## src/rtl/tone_mapping_ctrl_if.sv

```systemverilog
// ---------------------------------------------------------------------------
// tone_mapping_ctrl_if
// Pixel stream plus configuration/statistics bundle for tone_mapping_ctrl.
//   master : drives the stream (sop/eop/valid/data) and enable, observes results
//   slave  : the controller; consumes the stream, drives cfg_* / frame_* / err_*
// ---------------------------------------------------------------------------
interface tone_mapping_ctrl_if #(
   parameter int W   = 10,
   parameter int SW  = 4,
   parameter int FCW = 16
);
   logic           sop;
   logic           eop;
   logic           valid;
   logic [W-1:0]   data [3];
   logic           enable;
   logic [SW-1:0]  cfg_shift;
   logic           cfg_upd;
   logic [W-1:0]   frame_max;
   logic           frame_done;
   logic [FCW-1:0] frame_cnt;
   logic           err_sop;
   logic           err_eop;

   modport master (
      output sop, eop, valid, data, enable,
      input  cfg_shift, cfg_upd, frame_max, frame_done, frame_cnt, err_sop, err_eop
   );

   modport slave (
      input  sop, eop, valid, data, enable,
      output cfg_shift, cfg_upd, frame_max, frame_done, frame_cnt, err_sop, err_eop
   );
endinterface

```

## src/rtl/tone_mapping_ctrl.sv

```systemverilog
// ---------------------------------------------------------------------------
// tone_mapping_ctrl
// Frame-level controller for the tone-mapping datapath. Tracks the per-frame
// peak RGB component, derives a normalising left-shift at end of frame and
// applies it only at the next accepted sop so a frame never sees a change.
// Also flags framing errors and counts completed good frames.
//
// Ports:
//   clk    - system clock
//   reset  - asynchronous reset, active-high
//   bus    - tone_mapping_ctrl_if.slave:
//            in : sop, eop, valid, data[3], enable
//            out: cfg_shift, cfg_upd, frame_max, frame_done, frame_cnt,
//                 err_sop, err_eop
//
// Build option: define TM_IIR_EN to compute the shift from a smoothed peak
// (sm_max) instead of the raw per-frame peak.
// ---------------------------------------------------------------------------
module tone_mapping_ctrl #(
   parameter int W         = 10,
   parameter int SW        = 4,
   parameter int MAX_SHIFT = 7,
   parameter int FCW       = 16
) (
   input  logic               clk,
   input  logic               reset,
   tone_mapping_ctrl_if.slave bus
);
   localparam int LZW = $clog2(W + 1);

   typedef enum logic [1:0] {IDLE, ACTIVE, CALC} state_t;

   state_t         state_q, state_d;
   logic [W-1:0]   acc_max_q, acc_max_d;
   logic           pending_q, pending_d;
   logic [SW-1:0]  pend_shift_q, pend_shift_d;
   logic [SW-1:0]  cfg_shift_q, cfg_shift_d;
   logic           cfg_upd_q, cfg_upd_d;
   logic [W-1:0]   frame_max_q, frame_max_d;
   logic           frame_done_q, frame_done_d;
   logic [FCW-1:0] frame_cnt_q, frame_cnt_d;
   logic           err_sop_q, err_sop_d;
   logic           err_eop_q, err_eop_d;

   logic           v_sop, v_eop;
   logic [W-1:0]   pix_max, shift_src;
   logic [LZW-1:0] lz;
   logic [SW-1:0]  calc_shift;

   assign v_sop = bus.valid & bus.sop;
   assign v_eop = bus.valid & bus.eop;

   always_comb begin
      pix_max = bus.data[0];
      if (bus.data[1] > pix_max) pix_max = bus.data[1];
      if (bus.data[2] > pix_max) pix_max = bus.data[2];
   end

   // Leading zeros over W bits; the highest set bit is visited last and wins.
   function automatic logic [LZW-1:0] lzc(input logic [W-1:0] v);
      lzc = LZW'(W);
      for (int i = 0; i < W; i++)
         if (v[i]) lzc = LZW'(W - 1 - i);
   endfunction

`ifdef TM_IIR_EN
   logic [W-1:0] sm_max_q;
   logic         sm_vld_q;
   logic [W:0]   sm_sum;
   assign sm_sum    = {1'b0, sm_max_q} + {1'b0, acc_max_q};
   assign shift_src = sm_vld_q ? sm_sum[W:1] : acc_max_q;

   always_ff @(posedge clk or posedge reset) begin
      if (reset) begin
         sm_max_q <= '0;
         sm_vld_q <= 1'b0;
      end else if (state_q == CALC) begin
         sm_max_q <= shift_src;
         sm_vld_q <= 1'b1;
      end
   end
`else
   assign shift_src = acc_max_q;
`endif

   assign lz         = lzc(shift_src);
   assign calc_shift = (lz > LZW'(MAX_SHIFT)) ? SW'(MAX_SHIFT) : SW'(lz);

   // State register
   always_ff @(posedge clk or posedge reset) begin
      if (reset) state_q <= IDLE;
      else       state_q <= state_d;
   end

   // Next state. A sop seen in CALC is treated exactly like one seen in IDLE.
   always_comb begin
      state_d = state_q;
      unique case (state_q)
         ACTIVE:  if (v_eop) state_d = CALC;
         default: begin
            if (v_sop) state_d = bus.eop ? CALC : ACTIVE;
            else       state_d = IDLE;
         end
      endcase
   end

   // Datapath / output next-state
   always_comb begin
      acc_max_d    = acc_max_q;
      pending_d    = pending_q;
      pend_shift_d = pend_shift_q;
      cfg_shift_d  = cfg_shift_q;
      frame_max_d  = frame_max_q;
      frame_cnt_d  = frame_cnt_q;
      frame_done_d = 1'b0;

      if (state_q == ACTIVE) begin
         // sop inside an open frame restarts accumulation (frame discarded)
         if (bus.valid)
            acc_max_d = (bus.sop || pix_max > acc_max_q) ? pix_max : acc_max_q;
      end else if (v_sop) begin
         acc_max_d = pix_max;
      end

      if (state_q == CALC) begin
         pend_shift_d = calc_shift;
         pending_d    = 1'b1;
         frame_max_d  = acc_max_q;
         frame_cnt_d  = frame_cnt_q + 1'b1;
         frame_done_d = 1'b1;
      end

      // Apply at sop; pending_d/pend_shift_d already carry a CALC-cycle result.
      if (v_sop) begin
         if (!bus.enable) begin
            cfg_shift_d = '0;
         end else if (pending_d) begin
            cfg_shift_d = pend_shift_d;
            pending_d   = 1'b0;
         end
      end

      cfg_upd_d = (cfg_shift_d != cfg_shift_q);
      err_sop_d = (state_q == ACTIVE) && v_sop;
      err_eop_d = (state_q != ACTIVE) && v_eop && !bus.sop;
   end

   always_ff @(posedge clk or posedge reset) begin
      if (reset) begin
         acc_max_q    <= '0;
         pending_q    <= 1'b0;
         pend_shift_q <= '0;
         cfg_shift_q  <= '0;
         cfg_upd_q    <= 1'b0;
         frame_max_q  <= '0;
         frame_done_q <= 1'b0;
         frame_cnt_q  <= '0;
         err_sop_q    <= 1'b0;
         err_eop_q    <= 1'b0;
      end else begin
         acc_max_q    <= acc_max_d;
         pending_q    <= pending_d;
         pend_shift_q <= pend_shift_d;
         cfg_shift_q  <= cfg_shift_d;
         cfg_upd_q    <= cfg_upd_d;
         frame_max_q  <= frame_max_d;
         frame_done_q <= frame_done_d;
         frame_cnt_q  <= frame_cnt_d;
         err_sop_q    <= err_sop_d;
         err_eop_q    <= err_eop_d;
      end
   end

   assign bus.cfg_shift  = cfg_shift_q;
   assign bus.cfg_upd    = cfg_upd_q;
   assign bus.frame_max  = frame_max_q;
   assign bus.frame_done = frame_done_q;
   assign bus.frame_cnt  = frame_cnt_q;
   assign bus.err_sop    = err_sop_q;
   assign bus.err_eop    = err_eop_q;

endmodule

```

## src/flat_wrapper.sv

```systemverilog
// flat-port wrapper written by rule: the top's interface ports become plain ports
module tone_mapping_ctrl_flat 
#(
   parameter int W         = 10,
   parameter int SW        = 4,
   parameter int MAX_SHIFT = 7,
   parameter int FCW       = 16
)
  (clk, reset, bus_sop, bus_eop, bus_valid, bus_data, bus_enable, bus_cfg_shift, bus_cfg_upd, bus_frame_max, bus_frame_done, bus_frame_cnt, bus_err_sop, bus_err_eop);
  tone_mapping_ctrl_if #(.W(W), .SW(SW), .FCW(FCW)) bus_i ();
  input  logic clk;
  input  logic reset;
  input wire logic [$bits(bus_i.sop)-1:0] bus_sop;
  input wire logic [$bits(bus_i.eop)-1:0] bus_eop;
  input wire logic [$bits(bus_i.valid)-1:0] bus_valid;
  input wire logic [$bits(bus_i.data)-1:0] bus_data;
  input wire logic [$bits(bus_i.enable)-1:0] bus_enable;
  output wire logic [$bits(bus_i.cfg_shift)-1:0] bus_cfg_shift;
  output wire logic [$bits(bus_i.cfg_upd)-1:0] bus_cfg_upd;
  output wire logic [$bits(bus_i.frame_max)-1:0] bus_frame_max;
  output wire logic [$bits(bus_i.frame_done)-1:0] bus_frame_done;
  output wire logic [$bits(bus_i.frame_cnt)-1:0] bus_frame_cnt;
  output wire logic [$bits(bus_i.err_sop)-1:0] bus_err_sop;
  output wire logic [$bits(bus_i.err_eop)-1:0] bus_err_eop;
  assign bus_i.sop = bus_sop;
  assign bus_i.eop = bus_eop;
  assign bus_i.valid = bus_valid;
  assign bus_i.data = {>>{bus_data}};
  assign bus_i.enable = bus_enable;
  assign bus_cfg_shift = bus_i.cfg_shift;
  assign bus_cfg_upd = bus_i.cfg_upd;
  assign bus_frame_max = bus_i.frame_max;
  assign bus_frame_done = bus_i.frame_done;
  assign bus_frame_cnt = bus_i.frame_cnt;
  assign bus_err_sop = bus_i.err_sop;
  assign bus_err_eop = bus_i.err_eop;
  tone_mapping_ctrl #(.W(W), .SW(SW), .MAX_SHIFT(MAX_SHIFT), .FCW(FCW)) u_core (.clk(clk), .reset(reset), .bus(bus_i));
endmodule
```

## config.mk

```make
export PLATFORM = sky130hd
export DESIGN_NAME = tone_mapping_ctrl_flat
export DESIGN_NICKNAME = d
export VERILOG_FILES = /design/src/rtl/tone_mapping_ctrl_if.sv /design/src/rtl/tone_mapping_ctrl.sv /design/src/flat_wrapper.sv
export SDC_FILE = /design/constraint.sdc
export NUM_CORES = 1
export LEC_CHECK = 0
export ABC_CLOCK_PERIOD_IN_PS = 2500
export BUFFER_PORTS_ARGS = -buffer_cell sky130_fd_sc_hd__buf_4
export CORE_MARGIN = 2
export CORE_UTILIZATION = 55
export DETAILED_ROUTE_END_ITERATION = 6
export PLACE_DENSITY = 0.81
export SLEW_MARGIN = 30
export SYNTH_ARGS = -nofsm -noshare
export SYNTH_HDL_FRONTEND = slang
export SYNTH_SLANG_ARGS = --single-unit
```

## constraint.sdc

```tcl
create_clock -name clk -period 2.5 [get_ports clk]
set_clock_uncertainty 0.1 [all_clocks]
set_input_delay 0.125 -clock clk [delete_from_list [all_inputs] [get_ports clk]]
set_output_delay 0.125 -clock clk [all_outputs]
set_load 0.01 [all_outputs]
```

Yosys cells after proc, flatten, opt, wreduce, memory -nomap -nowiden:

Cells that the tools add are included.

* register bits after elaboration: 51
* input port bits: 36
* output and inout port bits: 34
* logic and storage cells: 61

* add/subtract/negate cells: 1
* order comparisons: 4
* equality and inequality tests: 7
* mux-type cells: 29
* bitwise gates (word level): 2
* reduce and logical (&&, ||, !) cells: 7

Operators with widths (count)
* two-way mux 10 bit: 6
* two-way mux 4 bit: 13
* greater-than comparator 10 bit: 3
* adder 16 x 1 -> 16 bit (second input constant): 1
* two-way mux 2 bit: 6
* greater-than comparator 4 x 3 -> 1 bit (second input constant): 1
* two-way mux 1 bit: 4
* inequality test 2 x 1 -> 1 bit (second input constant): 2
* inequality test 2 bit (second input constant): 2
* inequality test 4 bit: 1
* logical AND 1 bit: 3
* AND reduction 3 bit: 1
* bitwise AND 1 bit: 2
* equality test 2 x 1 -> 1 bit (second input constant): 1
* equality test 2 bit (second input constant): 1
* nonzero test 2 bit: 1
* zero test 1 bit: 1
* logical OR 1 bit: 1

Logic depth before layout (Yosys ltp):

* depth in word-level cells: 17
* gate-level depth with buffers: 22
* gate-level depth less buffers: 20

Worst setup path before layout:

No wires, ideal clock.

* path type: input to register
* start: input port bus_data[25]
* end: register u_core.acc_max_q[1]
* arrival: 4497 ps
* required time: 2275 ps
* setup slack: -2222 ps
* cell stages on the path: 22
* cell sequence: inv_1 -> ha_1 -> and3_1 -> a221o_1 -> a221oi_1 -> clkbuf_1 -> o21ai_0 -> and2_1 -> ha_1 -> a211o_1 -> a21oi_1 -> a221o_1 -> a21o_1 -> clkbuf_1 -> a31oi_1 -> ha_1 -> a21oi_1 -> o21a_1 -> a211oi_1 -> o21ai_0 -> nand2_1 -> mux2_2

* cells in the longest elaborated chain, start to end: 8
* elaborated cells between the ends (all ways): 12

Ends and longest elaborated chain
* start, declared: line flat_wrapper.sv:16 `input wire logic [$bits(bus_i.data)-1:0] bus_data;`
* greater-than comparator 10 bit: line tone_mapping_ctrl.sv:55 `if (bus.data[1] > pix_max) pix_max = bus.data[1];`
* two-way mux 10 bit (*): line tone_mapping_ctrl.sv:55
* greater-than comparator 10 bit: line tone_mapping_ctrl.sv:56 `if (bus.data[2] > pix_max) pix_max = bus.data[2];`
* two-way mux 10 bit (*): line tone_mapping_ctrl.sv:56
* greater-than comparator 10 bit: line tone_mapping_ctrl.sv:120 `acc_max_d = (bus.sop || pix_max > acc_max_q) ? pix_max : acc_max_q;`
* logical OR 1 bit: line tone_mapping_ctrl.sv:120
* inequality test 2 bit (no source line)
* AND reduction 3 bit (no source line)
* end signal, assigned: line tone_mapping_ctrl.sv:161 `acc_max_q <= acc_max_d;`
* end, declared: line tone_mapping_ctrl.sv:34 `logic [W-1:0] acc_max_q, acc_max_d;`

Mark *: on every way between the ends. The rest lies on a longest branch, timed or not. The select of a mux whose other input is x is not followed.
A chain may end at the register's enable or synchronous reset.

Worst setup path in the final report:

* start: input port bus_data[23]
* end: register u_core.acc_max_q[5]

The elaborated chain is that of the path after synthesis.

==> out/results.ini <==
[outcome]
status = finished with violations
violations = setup timing

[timing]
setup_viol_count_final = 11
fin_crit_ps = 4710
finalCritPeriodShare_pct = 188
finalHoldViolCount = 0
worstMarginPinSlew_ps = 569
fin_tns_setup_ps = -21840
fin_ws_ps = -2210
max_freq_ghz = 0.212
maxSlewHeadroom_pct = 61.6
slew_viol_final = 0
rsz0062_at_grt = true

[detailed_routing]
vias = 3777
routed.top_layer = met4
drtPass1Iterations = 5
first_iter_violations = 442
drc_errors = 0
met1Wirelength_um = 4510
met2_wirelength_um = 6450
viasPerCell = 6.56
wl_um = 13000
final_antenna_net_count = 0
wl_met3_um = 1090
wl_per_cell_um = 22.6

[power_and_ir_drop]
internal_power_w = 0.00239
p_seq_share_pct = 31.5
p_per_area_nw_per_um2 = 800
p_switching_w = 0.00173
leakagePower_nw = 2.45
clock_power_share_pct = 11.7
combPwrFrac_pct = 56.8
p_sw_share_pct = 42.0
vdd_ir_drop_max_v = 0.000480

[floorplanning]
dieWidth_um = 80.7
coreArea_um2 = 5610
rows = 27
dieArea_um2 = 6510
pin_count = 70
start_util_pct = 57.7
die_y_um = 80.7

[hold_path]
hold_path_depth = 3
min_path_type = input port to flip-flop

[worst_setup_path]
crit_type = input port to flip-flop
arrival_ps = 4800
cp-endpoint = u_core.acc_max_q[5]
rr_worst_depth = 5
r2r-start = u_core.acc_max_q[2]
critPathCaptureType = flip-flop
critPathMaxFanout = 6
regToRegEndpoint = u_core.bus.cfg_upd
cp-startpoint = bus_data[23]
critPathLaunchType = input port
worstPathRequired_ps = 2590
ff2ff_setup_slack_ps = -70

[cts]
clockRootBuffer = clkbuf_8
clock_sinks = 51
cts.clk_slew.worst_paths_ps = 100
cts_made_buffers = 5
cts_buffer_depth = 2
cts_tree = built
insertion_delay_ps = 310
htree_levels = 2

[logic_synthesis]
ys_ff_latch = 51
synthTopCellsByArea = dfrtp_1, ha_1, nand2_1
yosysSeqAreaShare_pct = 39.5
synth_edf_count = 0
synth.distinct_cells = 43
synth_cells = 351
syn-num-nets = 418
synth_top_area_cell = dfrtp_1
avgSynthCellArea_um2 = 9.21
ys_async_sr_fraction_pct = 100
synth_top_area_share_pct = 39.5
netlist_area_um2 = 3230
yosysWarnings = 0
synth-main-ff-cell = dfrtp_1

[place]
place.port_buffers = 69
place_area_um2 = 4380
gp_congestion = 0.825
dp_slack_ps = -2330
dp_hpwl_um = 6550
dp.cells = 541

[global_routing]
grt_pass1_vias = 3447
grt_max_degree = 35
grt_overflow = 0
grt_pass1_wl_um = 16000
antenna_found_initial = 0
grtUsageTotal_pct = 32.2

[layout]
fillers = 210
design_area_um2 = 5150
stdcell_count = 576
antenna_cells = 0
area_delta_synth_final_pct = 59.2
nNetsFinal = 570
drive_gt1_share_pct = 46.2
post-route-util_pct = 91.8

[flow_run]
max-cap-violations = 0

==> layout by cell type, fill, tap and decap left out, types with 4 or more instances in the layout <==
| master | n |
|---|---|
| dlygate4sd3_1 | 4 |
| nand2_1 | 38 |
| a21oi_1 | 12 |
| ha_1 | 15 |
| nor2_1 | 13 |
| nand4_1 | 8 |
| mux2_4 | 9 |
| buf_4 | 138 |
| inv_1 | 22 |
| ha_4 | 15 |
| xor2_1 | 4 |
| a31oi_2 | 5 |
| nand3_1 | 8 |
| buf_6 | 10 |
| o21ai_0 | 18 |
| o21ai_1 | 7 |
| xnor2_1 | 11 |
| clkbuf_8 | 5 |
| nand3b_1 | 9 |
| a211oi_1 | 6 |
| dfrtp_1 | 51 |
| and2_1 | 8 |
| a21o_1 | 4 |
| nor3_1 | 4 |
| a31oi_4 | 4 |
==> cells in the mapped netlist (all sizes together) (9+ instances only) <==
| library cell | instances |
|---|---|
| nand3b | 9 |
| nand2 | 41 |
| dfrtp | 51 |
| inv | 28 |
| a21oi | 16 |
| nor2 | 13 |
| mux2 | 10 |
| and2 | 10 |
| xnor2 | 11 |
| ha | 31 |
| a31oi | 10 |
| a211oi | 12 |
| o21ai | 27 |
| clkbuf | 11 |
==> sequential cells by signal, summed over array words and instances, names as in the netlist <==
register,cells
u_core.bus.cfg_shift,4
u_core.pending_q,1
u_core.bus.frame_cnt,16
u_core.pend_shift_q,4
u_core.state_q,2
u_core.bus.frame_done,1
u_core.bus.err_eop,1
u_core.bus.cfg_upd,1
u_core.bus.err_sop,1
u_core.bus.frame_max,10
u_core.acc_max_q,10
==> power by group through the flow <==
stage | clock (W) | sequential, W | combinational (W)
after floorplan | 0 | 0.00129 | 0.000856
after global placement | 0 | 0.00125 | 0.00151
after detailed placement | 0 | 0.00126 | 0.00156
after CTS | 0.000472 | 0.00125 | 0.00176
after global routing | 0.000509 | 0.00131 | 0.00244
final | 0.000481 | 0.00130 | 0.00234
==> kinds of logic after synthesis <==
family          synth area share (%)
compound gates                  18.5
xor+xnor                        4.06
fa+ha+maj                       12.0
buf+inv                         4.84
flops                           39.5
mux                             3.79
simple gates                    17.3
==> routing by layer <==
layer | up-vias | track usage [%]
met3 | 104 | 5.96
met5 | - | 0
met4 | 0 | 15.8
met1 | 1765 | 34.0
met2 | 333 | 60.5
li1 | 1575 | -
==> area by class of cell <==
class                      instances  area, µm²  area share (%)
sequential                        51       1280            24.8
tap                               72       90.1            1.75
clock inverter                     3       20.0           0.389
timing repair buffer             156       1240            24.1
clock buffer                       5       68.8            1.34
inverter                          28        115            2.24
multi-input combinational        261       2340            45.4
==> how the worst min path moves through the flow <==
| stage | from | to | slack (ps) |
|---|---|---|---|
| after global routing | bus_enable | u_core.bus.cfg_shift[3] | 40 |
| after floorplan | bus_sop | u_core.bus.err_eop | 100 |
| final | bus_eop | u_core.state_q[1] | 30 |
| after global placement | reset | u_core.pend_shift_q[3] | 30 |
| after detailed placement | reset | u_core.pend_shift_q[3] | 30 |
| after CTS | bus_eop | u_core.state_q[1] | 6 |
==> critical path, stage by stage <==
cell and delay (ps):
buf_8 80, clkinv_4 50, ha_4 200, and3_4 180
a221o_1 400, a221oi_4 290, buf_6 180, o21ai_4 60
and2_4 170, ha_4 260, nor2b_4 120, o211ai_1 140
a221o_1 410, buf_6 150, a21o_4 260, a31oi_2 200
ha_1 280, nand4_1 200, nor3_2 100, a211oi_2 310
o21ai_4 140, nand2_4 160, mux2_4 320
==> metrics by stage <==
stage | power, W | hold WS, ps
after global routing | 0.00426 | 42.7
after floorplan | 0.00215 | 98.5
final | 0.00412 | 26.3
after CTS | 0.00348 | 5.52
after global placement | 0.00276 | 26.7
after detailed placement | 0.00282 | 28.3
==> timing repair <==
item | CTS | global route
gates cloned | 6 | 0
pin swaps | 11 | 26
setup buffers | 12 | 5
hold buffers | 4 | 0
gates resized for setup | 42 | 48
hold endpoints to repair | 19 | 0
endpoints found under the setup margin | 10 | 10
(Power assumes the default switching activity.)
